<file path="src/rtl/pixel_fb_pkg.sv">
// pixel_fb_pkg -- shared types and helpers for the pixel frame-buffer writer.
//   FB_W_DEF / FB_H_DEF : default frame geometry (160 x 120)
//   COLOUR_W            : bits per pixel colour
//   ADDR_W_DEF          : default frame memory address width
//   pixel_t             : one buffered memory write {addr, colour}
//   fb_addr()           : linear address y*fb_w + x
package pixel_fb_pkg;

  localparam int unsigned FB_W_DEF   = 160;
  localparam int unsigned FB_H_DEF   = 120;
  localparam int unsigned COLOUR_W   = 3;
  localparam int unsigned ADDR_W_DEF = 15;

  typedef struct packed {
    logic [ADDR_W_DEF-1:0] addr;
    logic [COLOUR_W-1:0]   colour;
  } pixel_t;

  // 160 = 128 + 32, so the common case needs only two shifts and an add.
  function automatic logic [31:0] fb_addr(input logic [31:0] x,
                                          input logic [31:0] y,
                                          input logic [31:0] fb_w);
    if (fb_w == 32'd160) begin
      fb_addr = (y << 7) + (y << 5) + x;
    end else begin
      fb_addr = (y * fb_w) + x;
    end
  endfunction

endpackage

</file>
<file path="src/rtl/pixel_fifo.sv">
// pixel_fifo -- small synchronous FIFO for buffered frame memory writes.
//   clk      : system clock
//   rst_i    : synchronous active-high reset (empties FIFO, zeroes storage)
//   push_i   : write data_i (ignored when full unless popping the same cycle)
//   pop_i    : drop the head entry (ignored when empty)
//   data_i   : entry to write
//   data_o   : head entry, read straight from the storage registers
//   full_o   : no free entries
//   empty_o  : no valid entries
module pixel_fifo
  import pixel_fb_pkg::*;
#(
  parameter int unsigned DEPTH  = 4,
  parameter int unsigned DATA_W = $bits(pixel_t)
) (
  input  logic              clk,
  input  logic              rst_i,
  input  logic              push_i,
  input  logic              pop_i,
  input  logic [DATA_W-1:0] data_i,
  output logic [DATA_W-1:0] data_o,
  output logic              full_o,
  output logic              empty_o
);

  localparam int unsigned IDX_W = $clog2(DEPTH);
  localparam int unsigned PTR_W = IDX_W + 1;

  logic [PTR_W-1:0]  wr_ptr_q, wr_ptr_d;
  logic [PTR_W-1:0]  rd_ptr_q, rd_ptr_d;
  logic [DATA_W-1:0] mem_q [DEPTH];
  logic              do_push, do_pop;

  // Pointer MSB is a lap bit: equal indices with different laps means full.
  assign empty_o = (wr_ptr_q == rd_ptr_q);
  assign full_o  = (wr_ptr_q[IDX_W] != rd_ptr_q[IDX_W]) &&
                   (wr_ptr_q[IDX_W-1:0] == rd_ptr_q[IDX_W-1:0]);

  assign do_pop  = pop_i && !empty_o;
  // On a full FIFO a same-cycle pop frees the slot being written.
  assign do_push = push_i && (!full_o || do_pop);

  assign data_o  = mem_q[rd_ptr_q[IDX_W-1:0]];

  always_comb begin
    wr_ptr_d = wr_ptr_q + {{(PTR_W-1){1'b0}}, do_push};
    rd_ptr_d = rd_ptr_q + {{(PTR_W-1){1'b0}}, do_pop};
  end

  always_ff @(posedge clk) begin
    if (rst_i) begin
      wr_ptr_q <= '0;
      rd_ptr_q <= '0;
      for (int i = 0; i < int'(DEPTH); i++) begin
        mem_q[i] <= '0;
      end
    end else begin
      wr_ptr_q <= wr_ptr_d;
      rd_ptr_q <= rd_ptr_d;
      if (do_push) begin
        mem_q[wr_ptr_q[IDX_W-1:0]] <= data_i;
      end
    end
  end

endmodule

</file>
<file path="src/rtl/pixel_fb_writer.sv">
// pixel_fb_writer -- turns the drawing FSM pixel stream into frame memory
// writes: registers each plotted pixel, clips off-screen coordinates,
// computes the linear address and buffers writes against memory stalls.
//   clk        : system clock
//   rstn       : synchronous active-high reset
//   vga_x/y    : pixel coordinates from the drawing FSM
//   vga_colour : pixel colour
//   vga_plot   : pixel valid (no back-pressure to the source)
//   mem_ready  : frame memory takes the write this cycle
//   mem_addr   : write address y*FB_W + x
//   mem_wdata  : write colour
//   mem_we     : write request, held until accepted
//   ovf_clr    : clears the sticky overflow flag (and statistics)
//   overflow   : sticky, a pixel was dropped on a full FIFO
//   idle       : nothing in flight
// Optional macro PIXEL_FB_STATS_EN adds saturating wr_count, clip_count and
// drop_count outputs.
module pixel_fb_writer
  import pixel_fb_pkg::*;
#(
  parameter int unsigned FB_W       = FB_W_DEF,
  parameter int unsigned FB_H       = FB_H_DEF,
  parameter int unsigned FIFO_DEPTH = 4,
  parameter int unsigned ADDR_W     = ADDR_W_DEF
) (
  input  logic                clk,
  input  logic                rstn,
  input  logic [7:0]          vga_x,
  input  logic [6:0]          vga_y,
  input  logic [2:0]          vga_colour,
  input  logic                vga_plot,
  input  logic                mem_ready,
  output logic [ADDR_W-1:0]   mem_addr,
  output logic [2:0]          mem_wdata,
  output logic                mem_we,
  input  logic                ovf_clr,
  output logic                overflow,
  output logic                idle
`ifdef PIXEL_FB_STATS_EN
  ,
  output logic [15:0]         wr_count,
  output logic [15:0]         clip_count,
  output logic [15:0]         drop_count
`endif
);

  localparam int unsigned PIX_W = ADDR_W + COLOUR_W;

  logic                s1_valid_q, s1_valid_d;
  logic [7:0]          s1_x_q, s1_x_d;
  logic [6:0]          s1_y_q, s1_y_d;
  logic [2:0]          s1_colour_q, s1_colour_d;
  logic                overflow_q, overflow_d;

  logic                in_range;
  logic [ADDR_W-1:0]   s1_addr;
  logic                fifo_full, fifo_empty;
  logic                push, pop, ovf_set, clip;
  logic [PIX_W-1:0]    push_data, head_data;

  always_comb begin
    s1_valid_d  = vga_plot;
    s1_x_d      = vga_x;
    s1_y_d      = vga_y;
    s1_colour_d = vga_colour;
  end

  always_ff @(posedge clk) begin
    if (rstn) begin
      s1_valid_q  <= 1'b0;
      s1_x_q      <= '0;
      s1_y_q      <= '0;
      s1_colour_q <= '0;
      overflow_q  <= 1'b0;
    end else begin
      s1_valid_q  <= s1_valid_d;
      s1_x_q      <= s1_x_d;
      s1_y_q      <= s1_y_d;
      s1_colour_q <= s1_colour_d;
      overflow_q  <= overflow_d;
    end
  end

  // Wrapped xc-offset arithmetic upstream shows up here as large x or y.
  assign in_range = (32'(s1_x_q) < FB_W) && (32'(s1_y_q) < FB_H);
  assign s1_addr  = ADDR_W'(fb_addr(32'(s1_x_q), 32'(s1_y_q), FB_W));

  assign pop       = !fifo_empty && mem_ready;
  assign clip      = s1_valid_q && !in_range;
  assign push      = s1_valid_q && in_range && (!fifo_full || pop);
  assign ovf_set   = s1_valid_q && in_range && fifo_full && !pop;
  assign push_data = {s1_addr, s1_colour_q};

  always_comb begin
    overflow_d = overflow_q;
    if (ovf_set) begin
      overflow_d = 1'b1;
    end else if (ovf_clr) begin
      overflow_d = 1'b0;
    end
  end

  pixel_fifo #(
    .DEPTH  (FIFO_DEPTH),
    .DATA_W (PIX_W)
  ) u_fifo (
    .clk     (clk),
    .rst_i   (rstn),
    .push_i  (push),
    .pop_i   (pop),
    .data_i  (push_data),
    .data_o  (head_data),
    .full_o  (fifo_full),
    .empty_o (fifo_empty)
  );

  assign mem_we    = !fifo_empty;
  assign mem_addr  = head_data[PIX_W-1:COLOUR_W];
  assign mem_wdata = head_data[COLOUR_W-1:0];
  assign overflow  = overflow_q;
  assign idle      = !s1_valid_q && fifo_empty;

`ifdef PIXEL_FB_STATS_EN
  logic [15:0] wr_count_q, wr_count_d;
  logic [15:0] clip_count_q, clip_count_d;
  logic [15:0] drop_count_q, drop_count_d;

  always_comb begin
    wr_count_d   = wr_count_q;
    clip_count_d = clip_count_q;
    drop_count_d = drop_count_q;
    if (ovf_clr) begin
      wr_count_d   = '0;
      clip_count_d = '0;
      drop_count_d = '0;
    end else begin
      if (pop && (wr_count_q != 16'hFFFF)) begin
        wr_count_d = wr_count_q + 16'd1;
      end
      if (clip && (clip_count_q != 16'hFFFF)) begin
        clip_count_d = clip_count_q + 16'd1;
      end
      if (ovf_set && (drop_count_q != 16'hFFFF)) begin
        drop_count_d = drop_count_q + 16'd1;
      end
    end
  end

  always_ff @(posedge clk) begin
    if (rstn) begin
      wr_count_q   <= '0;
      clip_count_q <= '0;
      drop_count_q <= '0;
    end else begin
      wr_count_q   <= wr_count_d;
      clip_count_q <= clip_count_d;
      drop_count_q <= drop_count_d;
    end
  end

  assign wr_count   = wr_count_q;
  assign clip_count = clip_count_q;
  assign drop_count = drop_count_q;
`endif

endmodule

</file>
<file path="config.mk">
export PLATFORM = sky130hd
export DESIGN_NAME = pixel_fb_writer
export DESIGN_NICKNAME = d
export VERILOG_FILES = /design/src/rtl/pixel_fb_pkg.sv /design/src/rtl/pixel_fifo.sv /design/src/rtl/pixel_fb_writer.sv
export SDC_FILE = /design/constraint.sdc
export NUM_CORES = 1
export LEC_CHECK = 0
export BUFFER_PORTS_ARGS = -buffer_cell sky130_fd_sc_hd__buf_2
export CORE_MARGIN = 2
export CORE_UTILIZATION = 55
export CTS_BUF_LIST = sky130_fd_sc_hd__clkbuf_4 sky130_fd_sc_hd__clkbuf_8
export CTS_CLUSTER_DIAMETER = 100
export CTS_CLUSTER_SIZE = 20
export DETAILED_ROUTE_END_ITERATION = 10
export GPL_ROUTABILITY_DRIVEN = 0
export PLACE_DENSITY = 0.73
export SYNTH_ARGS = -nofsm -noshare
export SYNTH_HDL_FRONTEND = slang
export SYNTH_SLANG_ARGS = --single-unit
</file>
<file path="constraint.sdc">
create_clock -name clk -period 4 [get_ports clk]
set_input_delay 0.6 -clock clk [delete_from_list [all_inputs] [get_ports clk]]
set_output_delay 0.6 -clock clk [all_outputs]
set_load 0.01 [all_outputs]
</file>
==> results.md, run 1 <==
* Setup TNS at 0 ns
* Mapped Area at 4410 um^2
* Cell Chain, Critical Path: inv_1 -> fa_1 -> inv_1 -> ha_1 -> a211oi_1 -> nor3_1 -> nor4_1 -> nor3_1
* Pleak at 0.00207 uW
* Complex-gate fraction of the synthesized area at 3.23%
* WP data required at 4.09 ns
* Initial antenna violation count at 0
* Xor-xnor portion of the synthesized cell area at 1.59%
* List of most frequent post-synthesis cells: edfxtp_1, and3_1, dfxtp_1
* Max cap viols at 0
* Row Count at 32
* Mapped Cells at 318
* Drt pass-1 iters at 4
* VDD IR max at 0.000214 V
* Worst-path fanout max at 4
* CTS tree: done
* Worst-Margin Slew at 1.00 ns
* Top cell type's share of synthesized area at 49.0%
* DRT iter0 DRCs at 225
* Period utilisation layout at 69.0%
* First-pass GRT wire length at 13.3 mm
* Asr flop ratio synth at 0%
* Initial Util at 56.8%
* Synth warn at 0
* Power per cell area at 427 nW/um^2
* Top Metal Used: met4
* Fill cells at 604
* Sequential area share after synthesis at 60.8%
* CTS Buffer Depth at 2
* Adder-Cell Fraction of Synth Area at 5.73%
* CP Data Arrival Time at 2.85 ns
* IO Port Bufs at 43
* Main combinational cell family by area after synthesis: simple AND/OR/NAND/NOR gates
* Critical path endpoint category: flop
* Largest net degree at the start of global routing at 40
* Most frequent cell after synthesis: edfxtp_1
* Maximum clock frequency at 0.362 GHz
* Ports at 44
* Pre-CTS WS at 0.886 ns
* Hold buffer count at CTS at 0
* Worst hold path type: in -> reg
* RSZ-0062 raised after global routing: no
* Nets at 404
* Critical path buffers and inverters at 2
* Status: completed
* Met2 WL post-DR at 4.03 mm
* Num CTS Buffers at 9
* Clk sink count at 98
* Syn_area_per_cell at 13.9 um^2
* Post-Place Cell Area at 4700 um^2
* DRT Wirelength at 8.32 mm
* #FFs+latches synth at 98
* Synth Flop Type: edfxtp_1
* Cell taking the most area after synthesis: edfxtp_1
* Number of synthesized flops with an enable pin at 72
* Synth cell types at 38
* Slew Viols, Final at 0
* Post-synthesis mux area share at 9.45%
* Clock-pin slew on the worst setup and hold paths at 0.10 ns
* Final min period at 2.76 ns
* HPWL Detailed at 5.82 mm
* Vias at 2656
* Final WS setup at 1.24 ns
* Post-route DRC at 0
* Setup-failing EPs final at 0
* Relative slew margins at 33.0%
* Die width at 93.6 um
* GRT Util Overall at 20.5%
* Final Hold Viols at 0
* Dpl cells at 453
* Fin cells at 469
* M1 WL at 3.69 mm
* Wire per inst at 17.7 um
* Gr ovfl total at 0
* Root Driver: clkbuf_8
* Startpoint types: flop
* Post-synth net total at 360
* Final ANT Viol Nets at 0
* Clock H-tree levels at 3
* Fraction of layout cells with a size suffix above 1 at 22.6%
* Fin util at 63.2%
* CTS resizes at 0
* Final instance area at 4910 um^2
* Die Span Y at 93.6 um
* Synth Area in Simple Gates at 16.3%
* Routed met3 length at 499 um
* Skew-Pair Late Insertion Delay at 0.37 ns
* Core area at 7770 um^2
* CP max stage cell: fa_1
* Vias per inst at 5.66
* DIE AREA at 8750 um^2
* Vias in the first global route at 2665
* Synth top area cells: edfxtp_1, dfxtp_1, mux4_2
* CP Class: reg -> reg
* Delay of the slowest critical-path stage at 0.58 ns
* Family with the most delay on the worst path: adder cells
* Synth-to-Final Area Change at 11.3%
* # diodes at 0
* Final Skew at 0.0113 ns
* Post-CTS setup buffers at 0
per-layer routing:
layer	vias to the layer above	GRT usage (%)
met5	-	0
met4	0	7.25
met3	10	3.79
met2	70	31.8
met1	1302	29.4
li1	1274	-
cells in the final DEF, fill, tap and decap left out, types with 8 or more instances in the layout:
cell	synthesis	routed
mux4_2	15	15
and2_1	11	11
nor2_1	24	24
ha_1	17	17
dfxtp_1	26	26
edfxtp_1	72	72
inv_1	11	11
clkbuf_8	0	9
nor3_1	16	16
buf_2	4	43
nor2b_1	24	24
and3_1	31	31
nand2_1	8	8
cell type report:
type | instances | area [um^2] | area share [%]
Sequential cell | 98 | 2680 | 54.6
Multi-Input combinational cell | 194 | 1600 | 32.6
Clock inverter | 7 | 81.3 | 1.66
Inverter | 11 | 41.3 | 0.841
Clock buffer | 9 | 124 | 2.52
Tap cell | 102 | 128 | 2.60
Timing Repair Buffer | 48 | 253 | 5.15
logic make-up after synthesis:
| group | after synthesis |
|---|---|
| compound gates | 20 |
| xor+xnor | 8 |
| fa+ha+maj | 19 |
| buf+inv | 26 |
| flops | 98 |
| mux | 18 |
| simple gates | 129 |
stage by stage:
stage               hold slack, ns  power, uW
floorplan                    0.496       1370
global placement             0.469       1450
detailed placement           0.471       1460
CTS                          0.429       2100
global route                 0.430       2170
finish                       0.441       2100
power breakdown:
group	internal [uW]	switching, uW	leakage (uW)
Sequential	1140	21.7	0.000968
Combinational	126	149	0.000994
Clock	300	363	0.000107
Total	1560	534	0.00207
state kept, by name, summed over array words and instances, names as in the netlist:
| signal | count |
|---|---|
| overflow | 1 |
| s1_colour_q | 3 |
| s1_valid_q | 1 |
| s1_x_q | 8 |
| s1_y_q | 7 |
| u_fifo.mem_q | 72 |
| u_fifo.rd_ptr_q | 3 |
| u_fifo.wr_ptr_q | 3 |
worst paths after layout:
kind,from,to,slack [ns],depth (start not counted)
max,s1_x_q[7]$_SDFF_PP0_,u_fifo.mem_q[0][16]$_SDFFCE_PN0P_,1.24,8
min,vga_colour[1],s1_colour_q[1]$_SDFF_PP0_,0.44,2
max reg2reg,s1_x_q[7]$_SDFF_PP0_,u_fifo.mem_q[0][16]$_SDFFCE_PN0P_,1.24,8
min reg2reg,overflow$_SDFFE_PP0P_,overflow$_SDFFE_PP0P_,0.50,2
Note: power is estimated with default switching activity, not from simulation.
==> run 2: changes to the inputs <==
--- a/config.mk
+++ b/config.mk
@@ -13,7 +13,7 @@
 export CTS_CLUSTER_SIZE = 20
 export DETAILED_ROUTE_END_ITERATION = 10
 export GPL_ROUTABILITY_DRIVEN = 0
-export PLACE_DENSITY = 0.73
+export PLACE_DENSITY = 0.76
 export SYNTH_ARGS = -nofsm -noshare
 export SYNTH_HDL_FRONTEND = slang
 export SYNTH_SLANG_ARGS = --single-unit
==> constraint.sdc (replaced) <==
create_clock -name clk -period 2.37 [get_ports clk]
set_input_delay 0.3555 -clock clk [delete_from_list [all_inputs] [get_ports clk]]
set_output_delay 0.3555 -clock clk [all_outputs]
set_load 0.01 [all_outputs]
==> run 2 against run 1 <==
Sequential cell count stayed put. Global-route usage is 0.55 points lower. Count of clock-buffer cells in the layout stayed put. Maximum frequency is 17% higher. Design area is 3.7% higher. Worst hold slack worse by 0.24 ns. Combinational power is 86% higher. Die area stayed put. Non-clock buffer count is 14 higher. Critical path type unchanged. Critical endpoint is now u_fifo.mem_q[1][15]$_SDFFCE_PN0P_.
==> results.md, run 2 (synthesis results as in run 1) <==
* Num CTS Buffers at 9 (unchanged)
* HPWL Detailed at 5.56 mm (-4.5%)
* Core area at 7770 um^2 (unchanged)
* Pleak at 0.00213 uW (+2.9%)
* Clock-pin slew on the worst setup and hold paths at 0.10 ns (about the same)
* Drt pass-1 iters at 4 (unchanged)
* Hold path start: vga_plot
* Status: completed
* Final min period at 2.36 ns (-0.401 ns)
* Fraction of layout cells with a size suffix above 1 at 29.7% (+7.0 points)
* Root Driver: clkbuf_8
* Gr ovfl total at 0 (unchanged)
* DRT iter0 DRCs at 207 (-8.0%)
* Worst-Margin Slew at 0.441 ns (-0.563 ns)
* Skew-Pair Late Insertion Delay at 0.37 ns (about the same)
* Clk sink count at 98 (unchanged)
* CP Data Arrival Time at 2.47 ns (-0.38 ns)
* First-pass GRT wire length at 13.0 mm (-2.5%)
* Commonest non-fill, non-tap cell in the layout: edfxtp_1
* Pre-CTS WS at -0.0321 ns (-0.918 ns)
* Nets at 418 (+3.5%)
* Largest net degree at the start of global routing at 31 (-23%)
* Most flops, register: u_fifo.mem_q
* Final WS setup at 0.0111 ns (-1.23 ns)
* Ports at 44 (unchanged)
* Vias at 2733 (+2.9%)
* GRT Util Overall at 20.0% (-0.55 points)
* Vias per inst at 5.66 (about the same)
* Worst hold path type: in -> reg
* CTS Buffer Depth at 2 (unchanged)
* R2R setup slack at 0.01 ns (-1.23 ns)
* Period utilisation layout at 99.5% (+31 points)
* Crit Reg-Reg Endpoint: u_fifo.mem_q[1][15]$_SDFFCE_PN0P_
* Register-to-Register Path Depth at 7 (-1)
* Vias in the first global route at 2662 (-0.11%)
* # diodes at 0 (unchanged)
* Largest regs: u_fifo.mem_q (72), s1_x_q (8), s1_y_q (7)
* Wire per inst at 17.6 um (-0.55%)
* IO Port Bufs at 43 (unchanged)
* Largest register FFs at 72 (unchanged)
* Startpoint types: flop
* Die width at 93.6 um (unchanged)
* DIE AREA at 8750 um^2 (unchanged)
* Final ANT Viol Nets at 0 (unchanged)
* Worst-path fanout max at 5 (+1)
* Setup TNS at 0 ns (unchanged)
* Worst setup endpoint: u_fifo.mem_q[1][15]$_SDFFCE_PN0P_
* Initial Util at 56.8% (unchanged)
* Max cap viols at 0 (unchanged)
* CP startpoint: s1_y_q[0]$_SDFF_PP0_
* Slew Viols, Final at 0 (unchanged)
* CP Class: reg -> reg
* Power per cell area at 680 nW/um^2 (+59%)
* Row Count at 32 (unchanged)
* VDD IR max at 0.000386 V (+80%)
* CTS tree: done
* Maximum clock frequency at 0.424 GHz (+17%)
* Reg2Reg Launch Point: s1_y_q[0]$_SDFF_PP0_
* Relative slew margins at 70.3% (+37 points)
* Final Hold Viols at 0 (unchanged)
* Post-route DRC at 0 (unchanged)
* Initial antenna violation count at 0 (unchanged)
* DRT Wirelength at 8.52 mm (+2.4%)
* WP data required at 2.48 ns (-1.61 ns)
* Die Span Y at 93.6 um (unchanged)
* Clock H-tree levels at 3 (unchanged)
* Synth-to-Final Area Change at 15.5%
* Setup-failing EPs final at 0 (unchanged)
* Most frequent cells in the layout: edfxtp_1, buf_2, and3_1, dfxtp_1
* Final Skew at 0.0198 ns (+0.00848 ns)
* Design Power at 3460 uW (+65%)
* Critical path endpoint category: flop
## run 2: cell count changes in the layout (fill, tap and decap cells not counted), moves of 4 or more
| cell | before | now |
|---|---|---|
| nor3_2 | 0 | 5 |
| nor3_1 | 16 | 11 |
| buf_4 | 5 | 17 |
| clkinvlp_4 | 0 | 4 |
## run 2: worst min path at each step
stage,endpoint,slack [ns],depth (start not counted)
2_1_floorplan,s1_colour_q[0]$_SDFF_PP0_,0.48,1
3_3_place_gp,overflow$_SDFFE_PP0P_,0.47,2
3_5_place_dp,overflow$_SDFFE_PP0P_,0.47,2
4_1_cts,s1_valid_q$_SDFF_PP0_,0.19,2
5_1_grt,s1_valid_q$_SDFF_PP0_,0.19,2
6_report,s1_valid_q$_SDFF_PP0_,0.20,2
## run 2: what timing repair did
| action | in CTS | in global routing |
|---|---|---|
| hold buffers | 0 | 0 |
| pin swaps | 0 | 9 |
| setup endpoints to repair | 5 | 21 |
| resized for setup | 1 | 18 |
| buffers inserted | 0 | 2 |
## run 2: layer usage
metal,up-vias,routed length (um),global-route usage (%)
li1,1298,-,-
met1,1344,3610,26.8
met2,82,4320,32.9
met3,9,491,3.71
met4,0,106,7.25
met5,-,0,0
## run 2: power breakdown
group          total, uW  internal [uW]  switching, uW
clock               1000            396            609
combinational        512            242            270
sequential          1950           1910           30.6
## run 2: final cells by class
| class | count | area [um^2] |
|---|---|---|
| flip-flops and latches | 98 | 2680 |
| fillers | 575 | 2670 |
| multi-input cells | 194 | 1680 |
| repair buffers | 62 | 383 |
| well taps | 102 | 128 |
| clock buffers | 9 | 124 |
| clock inverters | 7 | 58.8 |
| inverters | 11 | 41.3 |
## run 2: through the flow
step           cell area (um^2)  util [%]  hold WS (ns)  cells
4_1_cts                    5010      64.5         0.188    481
3_3_place_gp               4820      62.0         0.471    465
2_1_floorplan              4410         -         0.484    318
3_5_place_dp               4820      62.0         0.473    465
5_1_grt                    5090      65.6         0.192    483
6_report                   5090      65.6         0.196    483
## run 2: worst max-delay path: stages, from the launching register on
cell and delay (ns):
dfxtp_1 0.34, inv_1 0.06, fa_2 0.48, fa_1 0.47, nor2b_1 0.20, o2111a_1 0.28, o21a_2 0.21, nor3_1 0.08
==> run 3: changes to the inputs <==
--- a/config.mk
+++ b/config.mk
@@ -6,14 +6,13 @@
 export NUM_CORES = 1
 export LEC_CHECK = 0
 export BUFFER_PORTS_ARGS = -buffer_cell sky130_fd_sc_hd__buf_2
-export CORE_MARGIN = 2
-export CORE_UTILIZATION = 55
-export CTS_BUF_LIST = sky130_fd_sc_hd__clkbuf_4 sky130_fd_sc_hd__clkbuf_8
+export CORE_UTILIZATION = 53
 export CTS_CLUSTER_DIAMETER = 100
 export CTS_CLUSTER_SIZE = 20
 export DETAILED_ROUTE_END_ITERATION = 10
 export GPL_ROUTABILITY_DRIVEN = 0
-export PLACE_DENSITY = 0.76
+export PLACE_DENSITY = 0.74
 export SYNTH_ARGS = -nofsm -noshare
 export SYNTH_HDL_FRONTEND = slang
 export SYNTH_SLANG_ARGS = --single-unit
+export TNS_END_PERCENT = 20
==> run 3 against run 2 <==
Cell count unchanged. Clock skew up 0.0026 ns. Clock power up 5%. Worst hold slack worse by 0.0045 ns. Highest routed layer unchanged. Critical endpoint is now u_fifo.mem_q[3][16]$_DFFE_PP_.
==> results.md, run 3 (synthesis results as in run 1) <==
* # diodes at 0 (unchanged)
* Initial Util at 55.9% (-0.86 points)
* Register area at 2690 um^2 (about the same)
* Final ANT Viol Nets at 0 (unchanged)
* CP Class: reg -> reg
* Final min period at 2.32 ns (-0.0388 ns)
* Delay of the slowest critical-path stage at 0.60 ns (+0.12 ns)
* Clk sink count at 98 (unchanged)
* Hold buffer count at CTS at 0 (unchanged)
* First-pass GRT wire length at 13.6 mm (+4.4%)
* Die Span Y at 93.2 um (-0.35%)
* CP Data Arrival Time at 2.44 ns (-0.03 ns)
* Most frequent cells in the layout: edfxtp_1, buf_2, and3_1, nor2_1, nor2b_1
* CTS tree: done
* Vias per inst at 5.62 (-0.62%)
* Ports at 44 (unchanged)
* Period utilisation layout at 97.9% (-1.6 points)
* CP startpoint: s1_y_q[2]$_SDFF_PP0_
* Setup-failing EPs final at 0 (unchanged)
* Critical path endpoint category: flop
* Worst path most repeated cell: inv_2
* Num CTS Buffers at 9 (unchanged)
* Startpoint types: flop
* Synth-to-Final Area Change at 15.1%
* CP max stage cell: fa_2
* Clock H-tree levels at 3 (unchanged)
* Hold_ws at 0.192 ns (-0.00449 ns)
* Met1 Track Usage GR at 27.3% (+0.58 points)
* Clock-pin slew on the worst setup and hold paths at 0.11 ns (about the same)
* Design Power at 3500 uW (+1.2%)
* Worst hold path type: in -> reg
* Cell Chain, Critical Path: inv_2 -> fa_2 -> inv_2 -> ha_4 -> a211oi_4 -> nor3_2 -> nor4_1 -> buf_4 -> nor3_1
* Vias at 2716 (-0.62%)
* Logic pwr share at 14.4% (-0.4 points)
* Sequential Power Share at 55.6% (-0.6 points)
* Multi-input logic area at 1650 um^2 (-1.6%)
* Post-route DRC at 0 (unchanged)
* Row Count at 32 (unchanged)
* DRT Wirelength at 8.45 mm (-0.89%)
* WP data required at 2.49 ns (about the same)
* Maximum clock frequency at 0.431 GHz (+1.7%)
* Most flops, register: u_fifo.mem_q
* Largest regs: u_fifo.mem_q (72), s1_x_q (8), s1_y_q (7)
* Worst-path fanout max at 4 (-1)
* Most Crowded Layer GR: met2
* Initial antenna violation count at 0 (unchanged)
* Vias in the first global route at 2739 (+2.9%)
* Met3 Track Usage GR at 3.82% (+0.11 points)
* VDD IR max at 0.000366 V (-5.4%)
* CTS Buffer Depth at 2 (unchanged)
* Worst-Margin Slew at 0.485 ns (+0.0434 ns)
* Net Sw Power at 915 uW (+0.63%)
* Drt pass-1 iters at 4 (unchanged)
* Nets at 418 (unchanged)
* HPWL Detailed at 5.58 mm (+0.32%)
* RSZ-0062 raised after global routing: yes
* Commonest non-fill, non-tap cell in the layout: edfxtp_1
* Die width at 93.2 um (-0.35%)
* DRT iter0 DRCs at 187 (-9.7%)
* IO Port Bufs at 43 (unchanged)
* Final Skew at 0.0224 ns (+0.00263 ns)
* Final Hold Viols at 0 (unchanged)
* Status: completed
* Core area at 7890 um^2 (+1.5%)
* Largest register FFs at 72 (unchanged)
* Skew-Pair Late Insertion Delay at 0.37 ns (about the same)
* Hold path start: vga_x[3]
* Slew Viols, Final at 0 (unchanged)
* R2R setup slack at 0.05 ns (+0.04 ns)
* Largest net degree at the start of global routing at 31 (unchanged)
* Reg2Reg Launch Point: s1_y_q[2]$_SDFF_PP0_
* DIE AREA at 8690 um^2 (-0.69%)
* Pint at 2590 uW (+1.4%)
* Power per cell area at 690 nW/um^2 (+1.5%)
* Gr ovfl total at 0 (unchanged)
* Wire per inst at 17.5 um (-0.89%)
* Fill cells at 571 (-0.70%)
* Max cap viols at 0 (unchanged)
* Root Driver: clkbuf_8
* Relative slew margins at 67.4% (-3.0 points)
* GRT met2 Usage at 35.3% (+2.4 points)
* Pleak at 0.00213 uW (-0.18%)
* Clock share of power at 30.0% (+1.0 points)
* Switch share at 26.1% (-0.15 points)
* GRT Util Overall at 21.2% (+1.2 points)
* Fraction of layout cells with a size suffix above 1 at 29.4% (-0.26 points)
run 3: changes by cell type in the layout (fill, tap and decap cells not counted), moves of 2 or more:
cell        delta
nor3_2         -2
clkinvlp_4     -2
nor3_1         +2
dfxtp_2        +2
dfxtp_1        -2
run 3: what timing repair did:
item | CTS | global route
pin swaps | 2 | 6
buffers inserted | 1 | 2
endpoints found under the setup margin | 8 | 20
resized for setup | 1 | 17
hold endpoints to repair | 0 | 0
run 3: worst max-delay path, delay by kind of cell, from the launching register on:
kind	cells	cell delay, ns
AND/OR/NAND/NOR	3	0.38
AO/OA/AOI/OAI	1	0.28
adder cells (fa/ha/maj)	2	0.82
buffers and inverters	3	0.27
flip-flops	1	0.34
run 3: through the flow:
stage | cell area (um^2) | util, % | setup slack, ns | TNS, ns | instances
final | 5080 | 64.4 | 0.0500 | 0 | 483
after global routing | 5080 | 64.4 | -0.0281 | -0.0786 | 483
after CTS | 5020 | 63.6 | -0.00845 | -0.00845 | 481
after detailed placement | 4810 | 61.0 | -0.0422 | -0.162 | 464
after global placement | 4810 | 61.0 | 0.0319 | 0 | 464
after floorplan | 4410 | - | 0.0298 | 0 | 318
run 3: metal layers:
metal	part of all wire, %	vias up
li1	-	1299
met1	45	1305
met2	48	93
met3	5.9	19
met4	1.9	0
met5	0	-
run 3: final cells by class:
| cell class | count | share of cell area (%) |
|---|---|---|
| Clock inverter | 6 | 1.08 |
| Tap cell | 102 | 2.51 |
| Timing Repair Buffer | 62 | 7.54 |
| Clock buffer | 10 | 2.71 |
| Multi-Input combinational cell | 194 | 32.4 |
| Inverter | 11 | 0.813 |
| Sequential cell | 98 | 52.9 |
run 3: final timing paths:
check,endpoint,cells after the start
max reg2reg,u_fifo.mem_q[3][16]$_DFFE_PP_,9
max,u_fifo.mem_q[3][16]$_DFFE_PP_,9
min reg2reg,overflow$_SDFFE_PP0P_,2
min,s1_x_q[3]$_SDFF_PP0_,2
run 3: power groups by stage:
stage          sequential, uW  clock (uW)  combinational [uW]
4_1_cts                  1950        1050                 495
5_1_grt                  1960        1130                 551
2_1_floorplan            1980           0                 332
6_report                 1950        1050                 504
3_3_place_gp             1980           0                 482
3_5_place_dp             1990           0                 488
